===== src/rtl/id_ex_operand_stage.sv =====
// ID/EX pipeline register with EX/MEM-then-MEM/WB operand forwarding.
// Stage registers update with priority flush > stall > load; forwarding is purely combinational.
module id_ex_operand_stage #(
    parameter int DW = 32,
    parameter int RW = 5
) (
    input  logic          clk,
    input  logic          rst_n,
    input  logic          stall,
    input  logic          flush,
    input  logic [DW-1:0] id_rd1,
    input  logic [DW-1:0] id_rd2,
    input  logic [DW-1:0] id_imm,
    input  logic [RW-1:0] id_rs,
    input  logic [RW-1:0] id_rt,
    input  logic [RW-1:0] id_rd,
    input  logic [2:0]    id_alu_ctrl,
    input  logic          id_alu_src,
    input  logic          id_reg_dst,
    input  logic          id_reg_write,
    input  logic          id_mem_write,
    input  logic          id_mem_to_reg,
    input  logic          id_branch,
    input  logic          exm_reg_write,
    input  logic [RW-1:0] exm_dst,
    input  logic [DW-1:0] exm_result,
    input  logic          wb_reg_write,
    input  logic [RW-1:0] wb_dst,
    input  logic [DW-1:0] wb_result,
    output logic [DW-1:0] alu_a,
    output logic [DW-1:0] alu_b,
    output logic [2:0]    alu_ctrl,
    output logic [DW-1:0] ex_store_data,
    output logic [RW-1:0] ex_dst,
    output logic          ex_reg_write,
    output logic          ex_mem_write,
    output logic          ex_mem_to_reg,
    output logic          ex_branch,
    output logic          ex_valid,
    output logic [RW-1:0] ex_rs,
    output logic [RW-1:0] ex_rt
);

    localparam logic [2:0] ALU_ADD = 3'b010;

    logic [DW-1:0] rd1_q;
    logic [DW-1:0] rd2_q;
    logic [DW-1:0] imm_q;
    logic          alu_src_q;
    logic [DW-1:0] fwd_rs;
    logic [DW-1:0] fwd_rt;

    // A bubble keeps alu_ctrl at add so the ALU sees a benign opcode.
    always_ff @(posedge clk or negedge rst_n) begin
        if (!rst_n) begin
            ex_valid      <= 1'b0;
            ex_reg_write  <= 1'b0;
            ex_mem_write  <= 1'b0;
            ex_mem_to_reg <= 1'b0;
            ex_branch     <= 1'b0;
            alu_ctrl      <= ALU_ADD;
            alu_src_q     <= 1'b0;
            rd1_q         <= '0;
            rd2_q         <= '0;
            imm_q         <= '0;
            ex_rs         <= '0;
            ex_rt         <= '0;
            ex_dst        <= '0;
        end else if (flush) begin
            ex_valid      <= 1'b0;
            ex_reg_write  <= 1'b0;
            ex_mem_write  <= 1'b0;
            ex_mem_to_reg <= 1'b0;
            ex_branch     <= 1'b0;
            alu_ctrl      <= ALU_ADD;
            alu_src_q     <= 1'b0;
            rd1_q         <= '0;
            rd2_q         <= '0;
            imm_q         <= '0;
            ex_rs         <= '0;
            ex_rt         <= '0;
            ex_dst        <= '0;
        end else if (!stall) begin
            ex_valid      <= 1'b1;
            ex_reg_write  <= id_reg_write;
            ex_mem_write  <= id_mem_write;
            ex_mem_to_reg <= id_mem_to_reg;
            ex_branch     <= id_branch;
            alu_ctrl      <= id_alu_ctrl;
            alu_src_q     <= id_alu_src;
            rd1_q         <= id_rd1;
            rd2_q         <= id_rd2;
            imm_q         <= id_imm;
            ex_rs         <= id_rs;
            ex_rt         <= id_rt;
            ex_dst        <= id_reg_dst ? id_rd : id_rt;
        end
    end

    // The younger producer (EX/MEM) wins; register 0 never forwards.
    always_comb begin
        fwd_rs = rd1_q;
        if (exm_reg_write && (exm_dst == ex_rs) && (exm_dst != '0))
            fwd_rs = exm_result;
        else if (wb_reg_write && (wb_dst == ex_rs) && (wb_dst != '0))
            fwd_rs = wb_result;

        fwd_rt = rd2_q;
        if (exm_reg_write && (exm_dst == ex_rt) && (exm_dst != '0))
            fwd_rt = exm_result;
        else if (wb_reg_write && (wb_dst == ex_rt) && (wb_dst != '0))
            fwd_rt = wb_result;
    end

    assign alu_a         = fwd_rs;
    assign alu_b         = alu_src_q ? imm_q : fwd_rt;
    assign ex_store_data = fwd_rt;

endmodule


===== config.mk =====
export PLATFORM = sky130hd
export DESIGN_NAME = id_ex_operand_stage
export DESIGN_NICKNAME = d
export VERILOG_FILES = /design/src/rtl/id_ex_operand_stage.sv
export SDC_FILE = /design/constraint.sdc
export NUM_CORES = 1
export LEC_CHECK = 0
export CORE_MARGIN = 5
export CORE_UTILIZATION = 43
export DETAILED_ROUTE_END_ITERATION = 12
export PLACE_DENSITY = 0.82
export SKIP_CTS_REPAIR_TIMING = 1
export SLEW_MARGIN = 20
export SYNTH_ARGS = -nofsm -noshare
export SYNTH_HDL_FRONTEND = slang
export SYNTH_SLANG_ARGS = --single-unit

===== constraint.sdc =====
create_clock -name clk -period 3.53 [get_ports clk]
set_clock_uncertainty 0.2 [all_clocks]
set_input_delay 0.8825 -clock clk [delete_from_list [all_inputs] [get_ports clk]]
set_output_delay 0.8825 -clock clk [all_outputs]
set_load 0.01 [all_outputs]

==> metrics.cfg <==
[status]
status = complete, but fails checks
violations = setup timing

[power]
ir_worst_vdd_mv = 0.361
power_density_nw_per_um2 = 348
p_leak_nw = 6.05
totalPowerFinal_w = 0.00464

[setup_path]
reg2reg_to = ex_rt[2]
path_max_fanout = 8
crit_chain = buf_8 -> or4_4 -> o211ai_4 -> buf_12 -> clkbuf_16 -> o21ai_4 -> a31oi_2 -> buf_4 -> mux2_4 -> buf_6
r2r_cells = 3
worstSetupEndpointType = output port
path_delay_family = buffers and inverters
arrival_ns = 2.85
startpoint_type = input port
crit_buf_inv = 5
r2r_setup_slack_ns = 2.35
critPathRequiredTime_ns = 2.45
timing.rr.start = ex_rt[2]
criticalPathCategory = input port to output port
crit_path_top_delay_cell = or4_4
slowest_delay_ns = 0.58

[grt]
grt_pass1_vias = 7599
grt_pass1_wl_mm = 42.8
gr-total-overflow = 0
gr-usage-all-layers = 0.282
antenna_found_initial = 1
grt_max_degree = 66

[synth]
syn_nets = 925
async_flop_share = 1.00
yosysTopAreaCellShare = 0.417
syn_avg_cell_area_um2 = 9.86
synth_edf_count = 0
synth_ff_type = dfrtp_1
postSynthCellCount = 725
synth_seq_cells = 120
yosysTopAreaCell = dfrtp_1
ys_types = 31
post-synth-top-count-cell = nor2_1
syn_area_um2 = 7150
synth_warnings = 0
seq_area_frac_synth = 0.420
synth_common_cells = nor2_1 (156), mux2i_1 (150), dfrtp_1 (119)
synth_area_leaders = dfrtp_1 (42%), mux2i_1 (21%), nor2_1 (8.2%)

[run]
max_cap_viol_count = 0

[hold_path]
holdPathEnd = ex_dst[1]
hp-class = register to register
hold_path_startpoint = ex_dst[1]
hold-path-cell-count = 2

[sta]
setup_violations = 96
worst_slack_ns = -0.403
fin_crit_sh = 1.11
whs_ns = 0.312
tightest_slew_ns = 0.828
grt_setup_unrepaired = yes
max_freq_mhz = 254
relSlewSlack = 0.448
period_needed_ns = 3.93
hold_violations = 0
drv_slew = 0

[drt]
drt_wl_total_mm = 33.6
wl_met2_mm = 16.7
highest_layer = met4
drtIter0Drc = 662
dr.pass1.iters = 5
viasPerCell = 5.66
drtAntennaViolNets = 0
drt-wirelength-per-cell_um = 24.4
route.met3.wl_mm = 2.88
vias = 7771
drcViolationCount = 0
met1_length_mm = 12.5

[die]
die_y_um = 139
core_area_um2 = 16500
dieArea_um2 = 19300
rows = 47
start_util = 0.434
io_pins = 319
die_w_um = 139

[clocking]
clk-insertion-delay-late_ns = 0.42
cts_tree = done
cts_sinks = 120
cts-buffers-inserted = 17
htree_levels = 4
path_clk_slew_ns = 0.06
ctsLongestPathBuffers = 2
clockRootBuffer = clkbuf_16

[final_layout]
num-fill-cells = 988
syn_to_final_growth_pct = 86.6
top_regs = imm_q x32, rd1_q x32, rd2_q x32
final_cell_area_um2 = 13300
drive_gt1_frac = 0.366
final_util = 0.810
layout.nets = 1340

[placement]
io_buffers = 318
routabilityCongestion = 0.964
place_area_um2 = 11300
hpwl_mm = 20.7
dp_slack_ns = -1.02

==> worst reg2reg max path: stages (launching register included) <==
cell	delay, ns
dfrtp_1	0.47
buf_4	0.18
mux2i_1	0.15
nor2_1	0.06
==> worst max path at each step <==
stage | start | end | slack [ns] | depth (start not counted)
after CTS | exm_dst[3] | alu_a[26] | -1.05 | 7
after global routing | exm_dst[1] | alu_b[18] | -0.44 | 9
after floorplan | exm_dst[0] | alu_b[21] | -0.007 | 7
after global placement | exm_dst[2] | alu_a[26] | -1.02 | 8
after detailed placement | exm_dst[2] | alu_a[26] | -1.02 | 8
final | wb_dst[3] | alu_b[18] | -0.40 | 10
==> report_power, final <==
group          total, W  leakage, nW  internal [W]  switching [W]
registers       0.00152         1.59       0.00145      0.0000694
clock network   0.00174        0.278       0.00107       0.000664
logic           0.00138         4.19      0.000763       0.000612
total           0.00464         6.05       0.00329        0.00135
==> final cells by class <==
cell class	count	area [um2]	share of cell area
clock inverters	11	124	0.00929
repair buffers	459	4810	0.361
inverters	1	3.75	0.000281
flip-flops and latches	120	3010	0.225
clock buffers	20	457	0.0342
multi-input cells	541	4660	0.349
diodes	1	2.50	0.000188
well taps	220	275	0.0206
==> metrics by stage <==
step,setup TNS (ns),instances
4_1_cts,-90.22,1321
5_1_grt,-28.10,1373
3_3_place_gp,-86.92,1290
2_1_floorplan,-0.107,725
3_5_place_dp,-88.85,1290
6_report,-23.46,1373
==> cell families after synthesis <==
group	share of synthesized area
xor+xnor	0.0245
buf+inv	0.0415
flops	0.420
compound gates	0.112
mux	0.261
simple gates	0.141
==> layer usage <==
layer	vias up	GRT usage
li1	3393	-
met1	3827	0.331
met2	446	0.476
met3	105	0.0869
met4	0	0.127
met5	-	0
==> placed cells by master (no fill, tap or decap), types with 3 or more instances in the layout <==
cell | Yosys | final
clkdlybuf4s50_1 | 0 | 207
nor2_1 | 156 | 151
mux2i_1 | 150 | 148
dfrtp_1 | 119 | 118
buf_6 | 1 | 94
buf_4 | 0 | 68
clkbuf_16 | 0 | 33
a21oi_1 | 38 | 30
nor3_1 | 32 | 30
mux2_4 | 0 | 30
buf_2 | 9 | 29
a31oi_4 | 0 | 21
buf_12 | 0 | 20
nand3_1 | 33 | 19
o21ai_2 | 0 | 18
o21ai_4 | 0 | 14
nand3_2 | 0 | 13
clkbuf_2 | 0 | 13
a31oi_2 | 31 | 10
dlymetal6s2s_1 | 0 | 9
a21oi_2 | 0 | 8
xnor2_2 | 0 | 6
xnor2_1 | 13 | 6
or4_4 | 2 | 4
xor2_1 | 7 | 4
nor2_4 | 0 | 3
xor2_2 | 0 | 3
clkinv_2 | 0 | 3
clkinvlp_4 | 0 | 3
buf_8 | 3 | 3
No activity file was read; power rests on OpenSTA's default activity.
